### src/rtl/i2c_pkg.sv
// Shared I2C definitions for the target and the companion controller:
// FSM state encoding, default target address and the read/write bit value.
package i2c_pkg;

   localparam logic [6:0] I2C_DEFAULT_ADDR = 7'h04;
   localparam logic       I2C_RW_READ      = 1'b1;

   typedef enum logic [2:0] {
      ST_IDLE      = 3'd0,
      ST_ADDR      = 3'd1,
      ST_ADDR_ACK  = 3'd2,
      ST_RX_DATA   = 3'd3,
      ST_RX_ACK    = 3'd4,
      ST_TX_DATA   = 3'd5,
      ST_TX_ACK    = 3'd6,
      ST_WAIT_STOP = 3'd7
   } state_t;

endpackage

### src/rtl/i2c_sync_edge.sv
// Multi-flop synchronizer plus one-flop edge detector for an I2C line.
// Ports: clk, rst (async high), din (raw line) -> level, rise, fall.
module i2c_sync_edge #(
   parameter int STAGES = 2
) (
   input  logic clk,
   input  logic rst,
   input  logic din,
   output logic level,
   output logic rise,
   output logic fall
);

   logic [STAGES-1:0] sync;
   logic              prev;

   // Reset to 1: an idle I2C bus floats high, so no edge is seen
   // when reset releases on a quiet bus.
   always_ff @(posedge clk or posedge rst) begin
      if (rst) begin
         sync <= '1;
         prev <= 1'b1;
      end else begin
         sync <= {sync[STAGES-2:0], din};
         prev <= sync[STAGES-1];
      end
   end

   assign level = sync[STAGES-1];
   assign rise  = level & ~prev;
   assign fall  = ~level & prev;

endmodule

### src/rtl/i2c_target_slave.sv
// Single-byte I2C target: answers SLAVE_ADDR, receives or returns one byte.
// Ports: HCLK, HRESET, scl, sda_in, sda_oe (open-drain pull-low),
//        rx_data/rx_valid, tx_data/tx_taken, busy.
module i2c_target_slave
   import i2c_pkg::*;
#(
   parameter logic [6:0] SLAVE_ADDR  = I2C_DEFAULT_ADDR,
   parameter int         SYNC_STAGES = 2
) (
   input  logic       HCLK,
   input  logic       HRESET,
   input  logic       scl,
   input  logic       sda_in,
   output logic       sda_oe,
   output logic [7:0] rx_data,
   output logic       rx_valid,
   input  logic [7:0] tx_data,
   output logic       tx_taken,
   output logic       busy
);

   logic   scl_lvl;
   logic   scl_rise;
   logic   scl_fall;
   logic   sda_lvl;
   logic   sda_rise;
   logic   sda_fall;
   logic   start;
   logic   stop;

   state_t     state;
   logic [2:0] cnt;
   logic [7:0] shreg;
   logic [7:0] txsh;
   logic       rw;

   i2c_sync_edge #(
      .STAGES (SYNC_STAGES)
   ) u_scl (
      .clk   (HCLK),
      .rst   (HRESET),
      .din   (scl),
      .level (scl_lvl),
      .rise  (scl_rise),
      .fall  (scl_fall)
   );

   i2c_sync_edge #(
      .STAGES (SYNC_STAGES)
   ) u_sda (
      .clk   (HCLK),
      .rst   (HRESET),
      .din   (sda_in),
      .level (sda_lvl),
      .rise  (sda_rise),
      .fall  (sda_fall)
   );

   assign start = sda_fall & scl_lvl;
   assign stop  = sda_rise & scl_lvl;

   always_ff @(posedge HCLK or posedge HRESET) begin
      if (HRESET) begin
         state    <= ST_IDLE;
         cnt      <= 3'd0;
         shreg    <= 8'h00;
         txsh     <= 8'h00;
         rw       <= 1'b0;
         sda_oe   <= 1'b0;
         rx_data  <= 8'h00;
         rx_valid <= 1'b0;
         tx_taken <= 1'b0;
         busy     <= 1'b0;
      end else begin
         rx_valid <= 1'b0;
         tx_taken <= 1'b0;
         // Bus conditions outrank any scl edge seen in the same cycle.
         if (stop) begin
            state  <= ST_IDLE;
            sda_oe <= 1'b0;
            busy   <= 1'b0;
         end else if (start) begin
            state  <= ST_ADDR;
            cnt    <= 3'd7;
            sda_oe <= 1'b0;
            busy   <= 1'b1;
         end else begin
            unique case (state)
               ST_ADDR: begin
                  if (scl_rise) begin
                     shreg <= {shreg[6:0], sda_lvl};
                     if (cnt == 3'd0) begin
                        // shreg[6:0] already holds the 7 address bits;
                        // the bit arriving now is R/W.
                        rw <= sda_lvl;
                        if (shreg[6:0] == SLAVE_ADDR) begin
                           state <= ST_ADDR_ACK;
                        end else begin
                           state <= ST_WAIT_STOP;
                        end
                     end else begin
                        cnt <= cnt - 3'd1;
                     end
                  end
               end
               ST_ADDR_ACK: begin
                  // First fall starts the ACK low, second fall ends it.
                  if (scl_fall) begin
                     if (!sda_oe) begin
                        sda_oe <= 1'b1;
                     end else begin
                        cnt <= 3'd7;
                        if (rw == I2C_RW_READ) begin
                           // The ACK-ending fall is also where the
                           // MSB of the read byte goes on the wire.
                           state    <= ST_TX_DATA;
                           tx_taken <= 1'b1;
                           sda_oe   <= ~tx_data[7];
                           txsh     <= {tx_data[6:0], 1'b0};
                        end else begin
                           state  <= ST_RX_DATA;
                           sda_oe <= 1'b0;
                        end
                     end
                  end
               end
               ST_TX_DATA: begin
                  if (scl_rise) begin
                     if (cnt == 3'd0) begin
                        state <= ST_TX_ACK;
                     end else begin
                        cnt <= cnt - 3'd1;
                     end
                  end else if (scl_fall) begin
                     sda_oe <= ~txsh[7];
                     txsh   <= {txsh[6:0], 1'b0};
                  end
               end
               ST_TX_ACK: begin
                  // Release after bit 0, then take the master's ACK or
                  // NACK; only one byte is served either way.
                  if (scl_fall) begin
                     sda_oe <= 1'b0;
                  end else if (scl_rise) begin
                     state <= ST_WAIT_STOP;
                  end
               end
               ST_RX_DATA: begin
                  if (scl_rise) begin
                     shreg <= {shreg[6:0], sda_lvl};
                     if (cnt == 3'd0) begin
                        state <= ST_RX_ACK;
                     end else begin
                        cnt <= cnt - 3'd1;
                     end
                  end
               end
               ST_RX_ACK: begin
                  if (scl_fall) begin
                     if (!sda_oe) begin
                        sda_oe   <= 1'b1;
                        rx_data  <= shreg;
                        rx_valid <= 1'b1;
                     end else begin
                        sda_oe <= 1'b0;
                        state  <= ST_WAIT_STOP;
                     end
                  end
               end
               default: begin
                  // IDLE and WAIT_STOP only leave on START or STOP.
               end
            endcase
         end
      end
   end

endmodule

### config.mk
export PLATFORM = sky130hd
export DESIGN_NAME = i2c_target_slave
export DESIGN_NICKNAME = d
export VERILOG_FILES = /design/src/rtl/i2c_pkg.sv /design/src/rtl/i2c_sync_edge.sv /design/src/rtl/i2c_target_slave.sv
export SDC_FILE = /design/constraint.sdc
export NUM_CORES = 1
export LEC_CHECK = 0
export ABC_AREA = 1
export CAP_MARGIN = 20
export CORE_ASPECT_RATIO = 1.1
export CORE_UTILIZATION = 30
export CTS_BUF_LIST = sky130_fd_sc_hd__clkbuf_8
export CTS_CLUSTER_SIZE = 40
export DETAILED_ROUTE_END_ITERATION = 12
export SYNTH_ARGS = -nofsm -noshare
export SYNTH_HDL_FRONTEND = slang
export SYNTH_SLANG_ARGS = --single-unit
### constraint.sdc
create_clock -name HCLK -period 2.4 [get_ports HCLK]
set_input_delay 0.48 -clock HCLK [delete_from_list [all_inputs] [get_ports HCLK]]
set_output_delay 0.48 -clock HCLK [all_outputs]
set_load 0.05 [all_outputs]
* Yosys cells after proc, flatten, opt, wreduce, memory -nomap -nowiden
Cells that the tools add are included.
** Word-level totals
- Flip-flop bits (word level) :: 41
- Input bits :: 12
- Output and inout bits :: 12
** Operators by class
- Add/sub/neg operators :: 1
- Equal/unequal tests :: 31
- Muxes and demuxes :: 50
- Bitwise operators :: 15
- Reductions and logical operators :: 15
** Operators by type and width (number)
- inequality test 4 bit (second input constant) :: 15
- 2-to-1 mux 3 bit :: 19
- 2-to-1 mux 8 bit :: 5
- 2-to-1 mux 1 bit :: 22
- one-hot mux 3 bit (6 select lines) :: 1
- one-hot mux 8 bit (2 select lines) :: 1
- AND reduction 13 bit :: 1
- AND reduction 6 bit :: 2
- inequality test 2 bit (second input constant) :: 5
- AND reduction 5 bit :: 2
- == test 3 bit (second input constant) :: 3
- inequality test 3 bit (second input constant) :: 3
- inverter 1 bit :: 9
- AND reduction 8 bit :: 1
- nonzero test 8 bit :: 1
- == test 7 x 3 -> 1 bit (second input constant) :: 1
- bitwise AND 1 bit :: 6
- == test 3 x 2 -> 1 bit (second input constant) :: 2
- one-hot mux 3 bit (2 select lines) :: 1
- nonzero test 6 bit :: 1
- one-hot mux 1 bit (4 select lines) :: 1
- AND reduction 4 bit :: 1
- nonzero test 2 bit :: 2
- == test 3 x 1 -> 1 bit (second input constant) :: 1
- 6 further kinds :: 6

* Depth between registers and ports, before layout
- Depth in word-level cells :: 7
- Depth in mapped cells :: 11
- Mapped depth without buffers :: 10

* Cells and area by module
Synthesis repeated with hierarchy kept, for this count alone.
** Second synthesis, totals
- Cell total of the unflattened synthesis :: 252
- Area, all modules :: 2103.3 µm²
** Modules (own cells, without submodules)
- i2c_target_slave :: instances 1, cells an instance 236, area each 1908.1 µm², seq. area each 850.8 µm²
- i2c_sync_edge :: instances 2, cells an instance 8, area each 97.6 µm², seq. area each 78.8 µm²

* Worst setup path before layout
Ideal clock, no wire load.
- Path type :: register -> register
- From :: register sda_oe
- To :: register txsh[2]
- Library setup time :: 0.074 ns
- Data arrival time :: 1.360 ns
- Required time :: 2.326 ns
- Setup slack :: 0.966 ns
- Stages on the path, launching flop included :: 8
- Buffers on the path :: 1
- Cells stage by stage :: dfrtp_1 -> nand3_1 -> o21ai_0 -> nand2_1 -> inv_2 -> buf_12 -> nand2_2 -> o21ai_2
** On the way
- Word-level cells in the longest chain between the ends :: 2
** RTL lines
- start: declaration :: line i2c_target_slave.sv:14 : output logic sda_oe,
- start signal: assignment :: line i2c_target_slave.sv:118 : sda_oe <= ~tx_data[7];
- start signal: assignment :: line i2c_target_slave.sv:135 : sda_oe <= ~txsh[7];
- inequality test 2 bit (no source line)
- AND reduction 8 bit (no source line)
- end signal: assignment :: line i2c_target_slave.sv:119 : txsh <= {tx_data[6:0], 1'b0};
- end signal: assignment :: line i2c_target_slave.sv:136 : txsh <= {txsh[6:0], 1'b0};
- end: declaration :: line i2c_target_slave.sv:34 : logic [7:0] txsh;
Every way passes these cells.
A chain may end at the register's enable or synchronous reset.

* Final worst setup path
- From :: register sda_oe
- To :: output sda_oe
No word-level cell between the ends.

==> results.rst <==
.. list-table::
   :header-rows: 1

   * - Metric
     - Value
   * - Number of optimization iterations in the first detailed-route pass
     - 4
   * - Number of buffers added by the clock tree synthesis step
     - 5
   * - Critical Path Sink Type
     - output pin
   * - Routed Wire Length
     - 3910 um
   * - Total Neg Setup Slack
     - 0 ns
   * - Number of global-route vias before repair
     - approximately 1500
   * - Max stage delay on crit path
     - a little over 0.8 ns
   * - Starting DRT DRC Count
     - 93
   * - Critical path's top delay family
     - buffers and inverters
   * - Cell count after placement
     - roughly 350
   * - Buffers & Inverters on Critical Path
     - 1
   * - Quantity of I/O buffers inserted on ports
     - 23
   * - Detail-routed net length per standard cell
     - around 11 um
   * - Final routed DRC violation total
     - 0
   * - CP max stage cell
     - sky130_fd_sc_hd__clkdlybuf4s50_1
   * - CP required
     - roughly 1.9 ns
   * - Diodes inserted
     - 0
   * - Largest net degree at the start of global routing
     - 41
   * - Least-Margin Pin Slew
     - around 0.53 ns
   * - Design Area, Final
     - about 2500 um^2
   * - Proportion of synthesized chip area in sequential cells
     - roughly half
   * - Max transition margin
     - 64.7%
   * - Die Area
     - between 7000 and 8000 um^2
   * - Final number of hold-violating endpoints
     - 0
   * - Highest Clock Rate
     - roughly 500 MHz
   * - CTS root buffer
     - sky130_fd_sc_hd__clkbuf_8
   * - Yosys warnings
     - 0
   * - Clock insertion delay at the later pin of the skew report
     - 0.29 ns
   * - Most frequently used flop master after synthesis
     - sky130_fd_sc_hd__dfrtp_1
   * - Static Leak
     - roughly 1.2 nW
   * - Placeable core region
     - 6670 um^2
   * - Starting Density
     - 31.3%
   * - H-tree depth reported by CTS
     - 2
   * - GRT Overall Usage
     - 12.4%
   * - Endpoints failing setup
     - 0
   * - Startpoint Class
     - flop
   * - Unrepaired setup endpoints after global routing
     - false
   * - Share of the synthesized area in the top cell type
     - 40.7%
   * - Area grow syn2layout
     - 18.6%
   * - Worst Path Arrival
     - between 1.5 and 2 ns
   * - Share of async-settable or async-resettable flops after synthesis
     - 100%
   * - Worst hold path type
     - reg2reg
   * - Clock slew seen by the registers of the worst setup and hold paths
     - about 0.080 ns
   * - # Post-CTS Setup Buffers
     - 0
   * - Number of enable-type register cells in the synthesized netlist
     - 0
   * - Top cells by instance count after synthesis
     - sky130_fd_sc_hd__nand2_1 (65), sky130_fd_sc_hd__dfrtp_1 (34), sky130_fd_sc_hd__inv_1 (29), sky130_fd_sc_hd__nor2_1 (19), sky130_fd_sc_hd__o21ai_0 (18)
   * - Maximum count of clock buffers along a single path
     - 2
   * - Number of nets at the end of the flow
     - approximately 290
   * - Vias after detailed routing
     - 1581
   * - Ports
     - 24
   * - Part of the cycle the worst path needs
     - 83.7%
   * - Mean Syn Cell Area
     - around 8.5 um^2
   * - First-pass GRT wire length
     - ~7000 um
   * - Setup Crit Path Kind
     - reg2out
   * - Crit path time final
     - around 2.0 ns
   * - Final HPWL DP
     - between 2000 and 3000 um
   * - Final Core Density
     - about 37%
   * - Post-synthesis instance total
     - between 200 and 250
   * - Die Width
     - roughly 80 um
   * - Via-per-instance ratio
     - around 4.5
   * - Reg-to-reg setup timing slack
     - 0.79 ns
   * - Remaining global-route overflow
     - 0
   * - Placer Congestion
     - roughly 0.83
   * - Max IR drop VDD
     - around 0.4 mV
   * - Result of the run
     - finished clean
   * - Post-cts resize count
     - 0
   * - Initial antenna violation count
     - 0
   * - CTS tree
     - yes
   * - Flip-flop and latch count after synthesis
     - 40
   * - Cells along the critical path
     - clkdlybuf4s50_1
   * - Total cell area at the placement stage
     - between 2000 and 2500 um^2
   * - Height of the chip
     - slightly below 90 um
   * - Count leader, synth
     - sky130_fd_sc_hd__nand2_1
   * - Number of routed nets with antenna violations
     - 0
   * - Power density over cell area
     - ~1100 nW/um^2
   * - Library cells used by synthesis
     - 26
   * - # clock sinks
     - 40
   * - Summed instance area of the synthesized netlist
     - between 2000 and 2500 um^2
   * - Worst setup skew after layout
     - between 0.005 and 0.006 ns
   * - Leading cell types by total area after synthesis
     - sky130_fd_sc_hd__dfrtp_1 (41%), sky130_fd_sc_hd__nand2_1 (12%), sky130_fd_sc_hd__dfstp_2 (7.5%)
   * - Maxcap violations
     - 0
   * - Hold-fix buffers, CTS
     - 0
   * - Yosys top cell by area
     - sky130_fd_sc_hd__dfrtp_1
   * - Max FO, Critical Path
     - 5
   * - Mapped Nets
     - roughly 260
   * - Number of rows in the core area
     - 31
   * - Worst hold margin
     - 0.359 ns
   * - Number of max-slew violations in the final report
     - 0
   * - Final cell count without fillers
     - 355
   * - Ratio of cells with drive above 1 in the final layout
     - 20.1%
[cells in the final DEF, fill, tap and decap left out]
cell                              synthesis  final
sky130_fd_sc_hd__nand2_1                 65     65
sky130_fd_sc_hd__dfrtp_1                 34     34
sky130_fd_sc_hd__inv_1                   29     29
sky130_fd_sc_hd__clkdlybuf4s50_1          0     23
sky130_fd_sc_hd__nor2_1                  19     19
sky130_fd_sc_hd__o21ai_0                 18     18
sky130_fd_sc_hd__nand3_1                 17     17
sky130_fd_sc_hd__o21ai_2                 13     13
sky130_fd_sc_hd__nand2_2                  9      9
sky130_fd_sc_hd__clkbuf_8                 0      6
sky130_fd_sc_hd__dfstp_2                  6      6
sky130_fd_sc_hd__inv_2                    4      4
sky130_fd_sc_hd__nor2_2                   4      4
sky130_fd_sc_hd__nor2_4                   4      4
sky130_fd_sc_hd__o21ai_1                  3      3
sky130_fd_sc_hd__a21oi_1                  3      3
sky130_fd_sc_hd__nand3_2                  2      2
sky130_fd_sc_hd__nor3_1                   2      2
sky130_fd_sc_hd__ha_1                     2      2
sky130_fd_sc_hd__buf_4                    0      2
sky130_fd_sc_hd__inv_4                    1      1
sky130_fd_sc_hd__nand3_4                  1      1
sky130_fd_sc_hd__nand4_2                  1      1
sky130_fd_sc_hd__xnor2_1                  1      1
sky130_fd_sc_hd__o211ai_1                 1      1
sky130_fd_sc_hd__nand4_1                  1      1
sky130_fd_sc_hd__bufinv_16                0      1
sky130_fd_sc_hd__clkinv_4                 0      1
[report_power, final]
| group | internal (mW) | switching (mW) |
|---|---|---|
| clock | 0.340 | 0.240 |
| sequential | 0.883 | 0.176 |
| combinational | 0.419 | 0.745 |
[final cells by class]
cell class / instances / area (um^2)
clock buffers: 6 / 82.6
clock inverters: 2 / 38.8
fillers: 705 / 4200
inverters: 34 / 130
multi-input cells: 166 / 868
flip-flops and latches: 40 / 1010
well taps: 82 / 103
repair buffers: 25 / 245
[registers in the layout (all words and copies together), names as in the netlist]
register    flops
tx_taken        1
u_sda.sync      2
txsh            7
u_sda.prev      1
shreg           8
cnt             3
rw              1
u_scl.sync      2
busy            1
state           3
u_scl.prev      1
sda_oe          1
rx_data         8
rx_valid        1
[per-layer routing]
layer / part of all wire, % / wire, um / global-route usage, %
met1: 46 / 1800 / 15.3
met5: 0 / 0 / 0
met4: 1.9 / 73 / 4.87
met3: 2.8 / 108 / 2.24
met2: 49 / 1930 / 21.4
[logic make-up (layout without fill, tap and decap cells)]
family / Yosys count / count (layout) / synth area share, %
buffers and inverters: 41 / 67 / 10.1
AOI/OAI and AO/OA: 38 / 38 / 11.6
xor gates and xnor gates: 1 / 1 / 0.419
adders and majority gates: 2 / 2 / 1.20
and+or+nand+nor: 125 / 125 / 28.4
DFF: 40 / 40 / 48.3
[path summary, 6_finish.rpt]
kind	from	endpoint	cells after the start
worst max register to register	state[1]$_DFFE_PP0P_	rx_data[5]$_DFFE_PP0P_	6
min in group asynchronous	HRESET	txsh[3]$_DFFE_PP0P_	3
worst min-delay path	u_sda.sync[0]$_DFF_PP1_	u_sda.sync[1]$_DFF_PP1_	0
worst min register to register	u_sda.sync[0]$_DFF_PP1_	u_sda.sync[1]$_DFF_PP1_	0
max in group asynchronous	HRESET	u_scl.prev$_DFF_PP1_	3
worst max-delay path	sda_oe$_DFFE_PP0P_	sda_oe	1
[metrics by stage]
stage | power [mW] | setup slack [ns]
after floorplan | 2.02 | 0.966
after global placement | 2.22 | 0.721
after detailed placement | 2.25 | 0.690
after CTS | 2.84 | 0.376
after global routing | 3.05 | 0.322
final | 2.80 | 0.392
(Power assumes the default switching activity.)
